[config.mk]
export PLATFORM = sky130hd
export DESIGN_NAME = pc_fetch_ctrl
export DESIGN_NICKNAME = d
export VERILOG_FILES = /design/src/rtl/pc_fetch_pkg.sv /design/src/rtl/pc_fetch_rsp_buf.sv /design/src/rtl/pc_fetch_ctrl.sv
export SDC_FILE = /design/constraint.sdc
export NUM_CORES = 1
export LEC_CHECK = 0
export ABC_AREA = 1
export BUFFER_PORTS_ARGS = -buffer_cell sky130_fd_sc_hd__buf_2
export CAP_MARGIN = 15
export CORE_UTILIZATION = 47
export CTS_CLUSTER_DIAMETER = 60
export DETAILED_ROUTE_END_ITERATION = 8
export GPL_TIMING_DRIVEN = 0
export HOLD_SLACK_MARGIN = 0.06
export PLACE_DENSITY = 0.74
export SLEW_MARGIN = 5
export SYNTH_ARGS = -nofsm -noshare
export SYNTH_HDL_FRONTEND = slang
export SYNTH_SLANG_ARGS = --single-unit
[constraint.sdc]
create_clock -name clk -period 1.6 [get_ports clk]
set_clock_uncertainty 0.2 [all_clocks]
set_input_delay 0.32 -clock clk [delete_from_list [all_inputs] [get_ports clk]]
set_output_delay 0.32 -clock clk [all_outputs]
set_load 0.05 [all_outputs]
[src/rtl/pc_fetch_pkg.sv]
// Shared types and defaults for the fetch sequencer.
// Latency: n/a (types and constants only).
// Backpressure: n/a.
package pc_fetch_pkg;

  localparam int unsigned XLEN_DEF     = 32;
  localparam logic [31:0] RESET_PC_DEF = 32'h0000_0000;

  typedef enum logic [1:0] {
    REQ  = 2'd0,
    WAIT = 2'd1,
    HOLD = 2'd2
  } fetch_state_e;

endpackage

[src/rtl/pc_fetch_rsp_buf.sv]
// Holding register for one fetched instruction and its PC, driving the decode-side outputs.
// Latency: a load is visible on the outputs the cycle after it is captured.
// Backpressure: contents stay frozen until cleared or reloaded; outputs read 0 while not valid.
module pc_fetch_rsp_buf #(
  parameter int unsigned XLEN = 32
) (
  input  logic            clk,
  input  logic            rst,
  input  logic            load_i,
  input  logic            clear_i,
  input  logic            valid_i,
  input  logic [XLEN-1:0] instr_i,
  input  logic [XLEN-1:0] pc_i,
  output logic            valid_o,
  output logic [XLEN-1:0] instr_o,
  output logic [XLEN-1:0] pc_o,
  output logic [XLEN-1:0] pc_plus1_o
);

  logic [XLEN-1:0] instr_q;
  logic [XLEN-1:0] pc_q;

  // Capture a response; a clear (dropped instruction) takes priority over a load.
  always_ff @(posedge clk or negedge rst) begin
    if (!rst) begin
      instr_q <= '0;
      pc_q    <= '0;
    end else if (clear_i) begin
      instr_q <= '0;
      pc_q    <= '0;
    end else if (load_i) begin
      instr_q <= instr_i;
      pc_q    <= pc_i;
    end
  end

  // Decode-side outputs are forced to 0 unless an instruction is being presented.
  always_comb begin
    valid_o    = valid_i;
    instr_o    = valid_i ? instr_q : '0;
    pc_o       = valid_i ? pc_q : '0;
    pc_plus1_o = valid_i ? (pc_q + XLEN'(1)) : '0;
  end

endmodule

[src/rtl/pc_fetch_ctrl.sv]
// Fetch sequencer: owns the PC, issues one word-indexed imem request at a time, buffers the reply.
// Latency: rvalid -> if_valid 1 cycle; handshake -> next imem_req 1 cycle (3 cycles/instr at best).
// Backpressure: holds the instruction until if_ready; redirects squash in-flight fetches.
// Optional macro PC_FETCH_PERF_EN adds saturating stall/flush counters.
module pc_fetch_ctrl
  import pc_fetch_pkg::*;
#(
  parameter int unsigned     XLEN     = XLEN_DEF,
  parameter logic [XLEN-1:0] RESET_PC = XLEN'(RESET_PC_DEF)
) (
  input  logic            clk,
  input  logic            rst,
  input  logic            redirect_valid,
  input  logic [XLEN-1:0] redirect_pc,
  output logic            imem_req,
  output logic [XLEN-1:0] imem_addr,
  input  logic            imem_gnt,
  input  logic            imem_rvalid,
  input  logic [XLEN-1:0] imem_rdata,
  output logic            if_valid,
  input  logic            if_ready,
  output logic [XLEN-1:0] if_instr,
  output logic [XLEN-1:0] if_pc,
  output logic [XLEN-1:0] if_pc_plus4
`ifdef PC_FETCH_PERF_EN
  ,
  output logic [31:0]     perf_stall_cnt,
  output logic [31:0]     perf_flush_cnt
`endif
);

  fetch_state_e    state_q, state_d;
  logic [XLEN-1:0] pc_q, pc_d;
  logic            kill_q, kill_d;
  logic            rsp_load;
  logic            rsp_clear;
  logic            rsp_discard;
  logic            hold_drop;

  // State, PC and kill flag registers.
  always_ff @(posedge clk or negedge rst) begin
    if (!rst) begin
      state_q <= REQ;
      pc_q    <= RESET_PC;
      kill_q  <= 1'b0;
    end else begin
      state_q <= state_d;
      pc_q    <= pc_d;
      kill_q  <= kill_d;
    end
  end

  // Next-state logic; a redirect always overrides the PC, whatever the state does.
  always_comb begin
    state_d     = state_q;
    pc_d        = pc_q;
    kill_d      = kill_q;
    rsp_load    = 1'b0;
    rsp_clear   = 1'b0;
    rsp_discard = 1'b0;
    hold_drop   = 1'b0;
    unique case (state_q)
      REQ: begin
        if (imem_gnt) begin
          state_d = WAIT;
          // Old address already granted: its reply must be thrown away.
          kill_d  = redirect_valid;
        end
      end
      WAIT: begin
        if (imem_rvalid) begin
          if (kill_q || redirect_valid) begin
            rsp_discard = 1'b1;
            kill_d      = 1'b0;
            state_d     = REQ;
          end else begin
            rsp_load = 1'b1;
            state_d  = HOLD;
          end
        end else if (redirect_valid) begin
          // Only one request is ever outstanding, so one kill covers any number of redirects.
          kill_d = 1'b1;
        end
      end
      HOLD: begin
        if (redirect_valid) begin
          rsp_clear = 1'b1;
          hold_drop = !if_ready;
          state_d   = REQ;
        end else if (if_ready) begin
          pc_d    = pc_q + XLEN'(1);
          state_d = REQ;
        end
      end
      default: state_d = REQ;
    endcase
    if (redirect_valid) begin
      pc_d = redirect_pc;
    end
  end

  // Request side is gated by reset so nothing is driven while rst is low.
  always_comb begin
    imem_req  = rst && (state_q == REQ);
    imem_addr = rst ? pc_q : '0;
  end

  pc_fetch_rsp_buf #(
    .XLEN (XLEN)
  ) u_rsp_buf (
    .clk        (clk),
    .rst        (rst),
    .load_i     (rsp_load),
    .clear_i    (rsp_clear),
    .valid_i    (state_q == HOLD),
    .instr_i    (imem_rdata),
    .pc_i       (pc_q),
    .valid_o    (if_valid),
    .instr_o    (if_instr),
    .pc_o       (if_pc),
    .pc_plus1_o (if_pc_plus4)
  );

`ifdef PC_FETCH_PERF_EN
  logic [31:0] stall_cnt_q;
  logic [31:0] flush_cnt_q;

  // Saturating counters: decode stalls in HOLD, and squashed responses or dropped instructions.
  always_ff @(posedge clk or negedge rst) begin
    if (!rst) begin
      stall_cnt_q <= '0;
      flush_cnt_q <= '0;
    end else begin
      if ((state_q == HOLD) && !if_ready && (stall_cnt_q != 32'hFFFF_FFFF)) begin
        stall_cnt_q <= stall_cnt_q + 32'd1;
      end
      if ((rsp_discard || hold_drop) && (flush_cnt_q != 32'hFFFF_FFFF)) begin
        flush_cnt_q <= flush_cnt_q + 32'd1;
      end
    end
  end

  assign perf_stall_cnt = stall_cnt_q;
  assign perf_flush_cnt = flush_cnt_q;
`endif

endmodule

==> impl_metrics.yaml, run 1 <==
status:
  stop_stage: "4_1_cts"
  status: "aborted with a tool error"
  firstError: "[ERROR DPL-0033] detailed placement checks failed during check placement."
clock_network:
  cts_buffers: 9
  cts_root_buf: "clkbuf_16"
  cts_buffer_depth: 2
  ctsHoldBuffers: 57
  htree_levels: 3
  cts_sinks: 99
  cts_setup_buffers: 74
  cts_resized: 686
logic_synthesis:
  synthCells: 1022
  yosysSeqAreaShare: 0.380
  yosysTopAreaCell: "dfrtp_1"
  yosys_register_bits: 99
  synth_nets: 1094
  ys_types: 35
  yosys-top-cells-area: "dfrtp_1, nand2_1, nor2_1"
  yosysTopAreaCellShare: 0.380
  syn_area_per_cell_sq_um: 6.38
  syn-cell-area_sq_um: 6520
  ys_warn_count: 0
floorplan:
  row_count: 42
  start_util: 0.487
  die_h_um: 120
  io_pins: 200
  die_x_um: 120
placed_design:
  placed_area_sq_um: 8580
  gp_congestion: 0.948
  hpwlAfterDp_um: 17700
  portBuffers: 199
cells by family after synthesis:
family,Yosys count,share of synthesized area
simple gates,567,0.359
fa+ha+maj,2,0.00384
flops,99,0.380
xor+xnor,8,0.0107
buf+inv,232,0.138
compound gates,114,0.108
Yosys cell counts (all sizes together):
library cell / n
nand2: 271
nor2: 197
inv: 193
dfrtp: 99
nand3: 69
o22ai: 64
buf: 27
o21ai: 21
nor3: 17
clkbuf: 12
a21oi: 11
nand4: 9
o211ai: 7
xor2: 7
o21bai: 3
a31oi: 2
and2: 2
ha: 2
o221ai: 2
a41o: 1
nand3b: 1
nor3b: 1
o2111ai: 1
o21a: 1
o31ai: 1
xnor2: 1
through the flow:
step	TNS, ns	setup WS, ns	hold WS (ns)	instances	util
detailed placement	-97.33	-1.31	0.182	1398	0.641
floorplan	-18.34	-0.548	-0.176	1022	-
global placement	-227.99	-2.15	0.274	1397	0.638
==> run 2, diff against run 1 <==
--- a/config.mk
+++ b/config.mk
@@ -8,12 +8,10 @@
 export ABC_AREA = 1
 export BUFFER_PORTS_ARGS = -buffer_cell sky130_fd_sc_hd__buf_2
 export CAP_MARGIN = 15
-export CORE_UTILIZATION = 47
-export CTS_CLUSTER_DIAMETER = 60
+export CORE_UTILIZATION = 40
 export DETAILED_ROUTE_END_ITERATION = 8
 export GPL_TIMING_DRIVEN = 0
-export HOLD_SLACK_MARGIN = 0.06
-export PLACE_DENSITY = 0.74
+export PLACE_DENSITY_LB_ADDON = 0.15
 export SLEW_MARGIN = 5
 export SYNTH_ARGS = -nofsm -noshare
 export SYNTH_HDL_FRONTEND = slang
==> constraint.sdc (replaced) <==
create_clock -name clk -period 2.1 [get_ports clk]
set_clock_uncertainty 0.2 [all_clocks]
set_input_delay 0.42 -clock clk [delete_from_list [all_inputs] [get_ports clk]]
set_output_delay 0.42 -clock clk [all_outputs]
set_load 0.05 [all_outputs]
==> impl_metrics.yaml, run 2 <==
grt:
  antenna_found_initial: 0
  grt_usage: 0.322
  grt_pass1_wl_um: 40600
  first_global_vias: 7590
  grt_max_degree: 30
  grt.overflow.total: 0
critical_path:
  worstPathCellList: "inv_1 > nor3_4 > buf_6 > buf_4 > nand2_1 > nor2_2 > nor2_1 > nor3_4 > buf_6"
  crit_required_ns: 1.48
  rr_worst_depth: 8
  crit_path_max_fanout: 6
  r2r_start: "pc_q[1]"
  cp_top_family: "simple AND/OR/NAND/NOR gates"
  end_kind: "output pin"
  path_buf_inv: 4
  critical_path_class: "reg2out"
  arrival_ns: 2.04
  reg2reg_slack_ns: 0.12
  critPathLaunchType: "flop"
  max_stage_delay_ns: 0.35
  slowest_stage: "dfrtp_1"
  reg2reg_to: "pc_q[10]"
timing:
  fmax_mhz: 376
  fin_hold_ws_ns: 0.0662
  setup_viol_count_final: 94
  final.setup.worst_slack_ns: -0.560
  worst_pin_slew_ns: 0.889
  finalHoldViolCount: 0
  slew_headroom: 0.405
  finalMaxSlewViolations: 0
  finalCritPeriodShare: 1.27
  rsz0062_at_grt: "true"
  finalCriticalPeriod_ns: 2.66
drt:
  route.met2.wl_um: 14300
  ant_nets: 0
  num_vias: 8233
  routedWlPerCell_um: 19.1
  drcViolationCount: 0
  wl_met3_um: 2200
  drtIter0Drc: 691
  drt_first_pass_iters: 5
  top_layer_used: "met4"
  drt-total-wl_um: 29300
  avgViaCountPerCell: 5.37
  wl_met1_um: 11500
logic_synthesis:
  ys.flop_type: "dfrtp_1"
  ys_types: 35
  synth_compound_area_frac: 0.108
  synth_xor_area_frac: 0.0107
  yosysTopAreaCellShare: 0.380
  synthCells: 1022
  ys_warn_count: 0
  synth-async-reset-ratio: 1.00
  synthSimpleGateAreaFrac: 0.359
  synth_edf_count: 0
  yosys_register_bits: 99
  yosysTopAreaCell: "dfrtp_1"
  synth_top_family_by_area: "simple AND/OR/NAND/NOR gates"
  yosysSeqAreaShare: 0.380
  syn_area_per_cell_sq_um: 6.38
  yosys-top-cells-count: "nand2_1, nor2_1, inv_1"
  synth_nets: 1094
  yosys-top-cells-area: "dfrtp_1, nand2_1, nor2_1"
  synth_mux_area_frac: 0
  syn-cell-area_sq_um: 6520
  synth_fa_ha_area_frac: 0.00384
  synth.most_common_cell: "nand2_1"
clock_network:
  clk_pin_slew_ns: 0.08
  cts_root_buf: "clkbuf_16"
  cts_buffers: 9
  cts_tree: "done"
  htree_levels: 3
  clock_latency_ns: 0.36
  cts_buffer_depth: 2
  cts_sinks: 99
power:
  p_leak_nw: 5.40
  finalPower_w: 0.00928
  power.density_nw_per_um2: 832
  ir_drop_v: 0.000522
final_layout:
  reg_top3: "pc_q: 32 flops, u_rsp_buf.instr_q: 32 flops, u_rsp_buf.pc_q: 32 flops"
  fin_nets: 1384
  mostFrequentLayoutCells: "nand2_1, inv_1, buf_2"
  design_area_sq_um: 11200
  insertedDiodeCount: 0
  mostFrequentLayoutCell: "nand2_1"
  layout-drive-gt1-share: 0.419
  layout.cells.non_filler: 1533
  flow.area_growth_from_synthesis_pct: 71.0
floorplan:
  die_x_um: 130
  dieArea_sq_um: 16800
  io_pins: 200
  row_count: 46
  start_util: 0.411
  core_sq_um: 15900
  die_h_um: 130
status:
  status: "finished with violations"
  violations: "negative setup slack"
job:
  cap_violations: 0
placed_design:
  placed_area_sq_um: 8170
  portBuffers: 199
  hpwlAfterDp_um: 18100
  placed_cells_incl_taps: 1438
  gp_congestion: 0.925
worst_hold_path:
  hp-class: "in2reg"
  min_delay_path_depth: 3
  min-delay-start: "redirect_pc[10]"
  worstHoldEndpoint: "pc_q[10]"
run 2: metal layers:
layer,vias up,GRT usage
met3,103,0.0463
met4,0,0.119
li1,3767,-
met5,-,0
met1,3913,0.421
met2,450,0.542
run 2: through the flow:
stage / TNS, ns / util / setup slack [ns]
after floorplan: -3.11 / - / -0.242
after detailed placement: -66.59 / 0.514 / -1.12
after CTS: -16.01 / 0.643 / -0.440
final: -25.27 / 0.702 / -0.560
after global placement: -165.55 / 0.512 / -1.97
after global routing: -30.17 / 0.702 / -0.796
run 2: how the worst max path moves through the flow:
stage / end / startpoint / depth (start not counted)
2_1_floorplan: if_pc_plus4[25] / u_rsp_buf.pc_q[2] / 8
3_3_place_gp: imem_addr[13] / rst / 6
3_5_place_dp: imem_addr[13] / rst / 7
4_1_cts: if_pc_plus4[25] / u_rsp_buf.pc_q[1] / 10
5_1_grt: if_pc_plus4[19] / u_rsp_buf.pc_q[1] / 7
6_report: if_pc_plus4[18] / u_rsp_buf.pc_q[12] / 9
run 2: area by class of cell:
type	count	area, sq um
Clock buffer	9	225
Buffer	37	320
Tap cell	216	270
Timing Repair Buffer	281	2790
Clock inverter	7	76.3
Sequential cell	99	2490
Fill cell	1232	4730
Inverter	193	748
Multi-Input combinational cell	691	4240
run 2: kinds of logic after synthesis:
| group | after synthesis |
|---|---|
| AND/OR/NAND/NOR | 567 |
| buffers and inverters | 232 |
| AO/OA/AOI/OAI | 114 |
| adder cells (fa/ha/maj) | 2 |
| flip-flops | 99 |
| XOR/XNOR | 8 |
run 2: where the power goes:
group          switching, W  total, W  internal, W
clock              0.000852   0.00169     0.000837
combinational       0.00296   0.00448      0.00152
sequential         0.000562   0.00311      0.00254
total               0.00438   0.00928      0.00490
run 2: timing repair:
item,CTS,global route
pin swaps,28,45
setup endpoints to repair,129,98
resized for setup,383,152
setup buffers,40,23
cloned,6,8
hold buffers,5,0
hold endpoints to repair,98,0
run 2: tightest hold or removal path, stage by stage:
cell and delay, ns:
buf_2 0.07, nand2_1 0.04, nand3_1 0.06
Power figures use the tool's default switching activity.
==> run 3, diff against run 2 <==
--- a/config.mk
+++ b/config.mk
@@ -8,6 +8,7 @@
 export ABC_AREA = 1
 export BUFFER_PORTS_ARGS = -buffer_cell sky130_fd_sc_hd__buf_2
 export CAP_MARGIN = 15
+export CORE_MARGIN = 5
 export CORE_UTILIZATION = 40
 export DETAILED_ROUTE_END_ITERATION = 8
 export GPL_TIMING_DRIVEN = 0
==> impl_metrics.yaml, run 3 (same netlist as run 2, synthesis figures left out) <==
timing:
  setup_viol_count_final: 95
  finalCriticalPeriod_ns: 2.63
  worst_pin_slew_ns: 0.652
  fmax_mhz: 380
  finalMaxSlewViolations: 0
  finalHoldViolCount: 0
  slew_headroom: 0.564
  final.setup.worst_slack_ns: -0.531
  setup_tns_ns: -20.39
  rsz0062_at_grt: "true"
  finalCritPeriodShare: 1.25
grt:
  first_global_vias: 7463
  grt_usage: 0.277
  grt.overflow.total: 0
  grt_pass1_wl_um: 40000
  grt_max_degree: 26
  antenna_found_initial: 0
final_layout:
  mostFrequentLayoutCell: "nand2_1"
  insertedDiodeCount: 0
  utilization: 0.694
  flow.area_growth_from_synthesis_pct: 69.7
  layout-drive-gt1-share: 0.407
  design_area_sq_um: 11100
  mostFrequentLayoutCells: "nand2_1, inv_1, nor2_4"
  reg_top3: "pc_q: 32 flops, u_rsp_buf.instr_q: 32 flops, u_rsp_buf.pc_q: 32 flops"
  fin_nets: 1373
critical_path:
  reg2reg_to: "pc_q[22]"
  rr_worst_depth: 11
  critPathLaunchType: "flop"
  r2r_start: "state_q[1]"
  end_kind: "output pin"
  critical_path_class: "reg2out"
  reg2reg_slack_ns: 0.08
  crit_path_max_fanout: 3
  arrival_ns: 2.01
  crit_required_ns: 1.48
floorplan:
  dieArea_sq_um: 19000
  start_util: 0.409
  io_pins: 200
  die_x_um: 138
  core_sq_um: 15900
  die_h_um: 138
  row_count: 46
job:
  cap_violations: 0
placed_design:
  dp_slack_ns: -1.08
  portBuffers: 199
  gp_congestion: 0.958
  placed_area_sq_um: 8170
  hpwlAfterDp_um: 18900
status:
  violations: "negative setup slack"
  status: "finished with violations"
power:
  ir_drop_v: 0.000465
  p_leak_nw: 5.32
  power.density_nw_per_um2: 820
worst_hold_path:
  min-delay-start: "redirect_pc[2]"
  min_delay_path_depth: 3
  worstHoldEndpoint: "pc_q[2]"
  hp-class: "in2reg"
drt:
  drtIter0Drc: 650
  drcViolationCount: 0
  drt-total-wl_um: 29200
  ant_nets: 0
  drt_first_pass_iters: 7
  num_vias: 8019
  routedWlPerCell_um: 19.2
  avgViaCountPerCell: 5.27
clock_network:
  cts_tree: "done"
  clk_pin_slew_ns: 0.07
  cts_root_buf: "clkbuf_16"
  cts_buffer_depth: 2
  htree_levels: 3
  clock_latency_ns: 0.36
  cts_sinks: 99
  cts_buffers: 9
-- run 3: cell types whose count changed in the layout (fill, tap and decap cells not counted), moves of 4 or more --
cell     change
buf_6        -7
nand2_1      +6
nand2_2      -5
nor2_4       +5
buf_2        -4
buf_4        -4
nor2_2       -4
-- run 3: timing repair --
action                                  CTS  global route
hold buffers                              8             0
endpoints found under the setup margin  130           103
endpoints found under the hold margin    61             0
resized for setup                       336           199
pin swaps                                24            40
cloned                                    4             8
setup buffers                            27            21
-- run 3: final cells by class --
type / count / area (sq um)
Buffer: 39 / 377
Clock buffer: 10 / 229
Clock inverter: 6 / 53.8
Fill cell: 1302 / 4870
Inverter: 193 / 751
Multi-Input combinational cell: 691 / 4260
Sequential cell: 99 / 2490
Tap cell: 216 / 270
Timing Repair Buffer: 268 / 2650
-- run 3: power breakdown --
part           total, W  internal [W]  switching, W
combinational   0.00435       0.00143       0.00291
sequential      0.00307       0.00254      0.000531
clock           0.00166      0.000830      0.000830
-- run 3: worst max-delay path, cell delays in order (launching register included) --
cell and delay [ns]:
dfrtp_1 0.45, nand2_2 0.15, nor3_4 0.24, nand2_2 0.12, nor2_2 0.21, nand2_1 0.08, nand2_1 0.07, nand2_1 0.09
nor2_4 0.10, buf_8 0.15
-- run 3: worst max-delay path by stage --
stage | startpoint | to | slack [ns] | cells after the start
floorplan | u_rsp_buf.pc_q[2] | if_pc_plus4[25] | -0.24 | 8
global placement | rst | imem_addr[13] | -2.00 | 6
detailed placement | rst | imem_addr[13] | -1.08 | 7
CTS | u_rsp_buf.pc_q[0] | if_pc_plus4[18] | -0.46 | 10
global route | u_rsp_buf.pc_q[0] | if_pc_plus4[19] | -0.62 | 8
finish | u_rsp_buf.pc_q[15] | if_pc_plus4[31] | -0.53 | 9
-- run 3: through the flow --
step / cells / hold slack, ns / power [W]
2_1_floorplan: 1022 / -0.0756 / 0.00511
3_3_place_gp: 1437 / 0.278 / 0.00593
3_5_place_dp: 1438 / 0.286 / 0.00597
4_1_cts: 1493 / 0.0787 / 0.00828
5_1_grt: 1522 / 0.0888 / 0.00952
6_report: 1522 / 0.0822 / 0.00908
-- run 3: per-layer routing --
| metal | track usage | share of wire | wire [um] | vias up |
|---|---|---|---|---|
| li1 | - | - | - | 3742 |
| met3 | 0.0413 | 0.069 | 2020 | 85 |
| met4 | 0.0856 | 0.034 | 999 | 0 |
| met1 | 0.381 | 0.40 | 11600 | 3832 |
| met5 | 0 | 0 | 0 | - |
| met2 | 0.449 | 0.50 | 14500 | 360 |
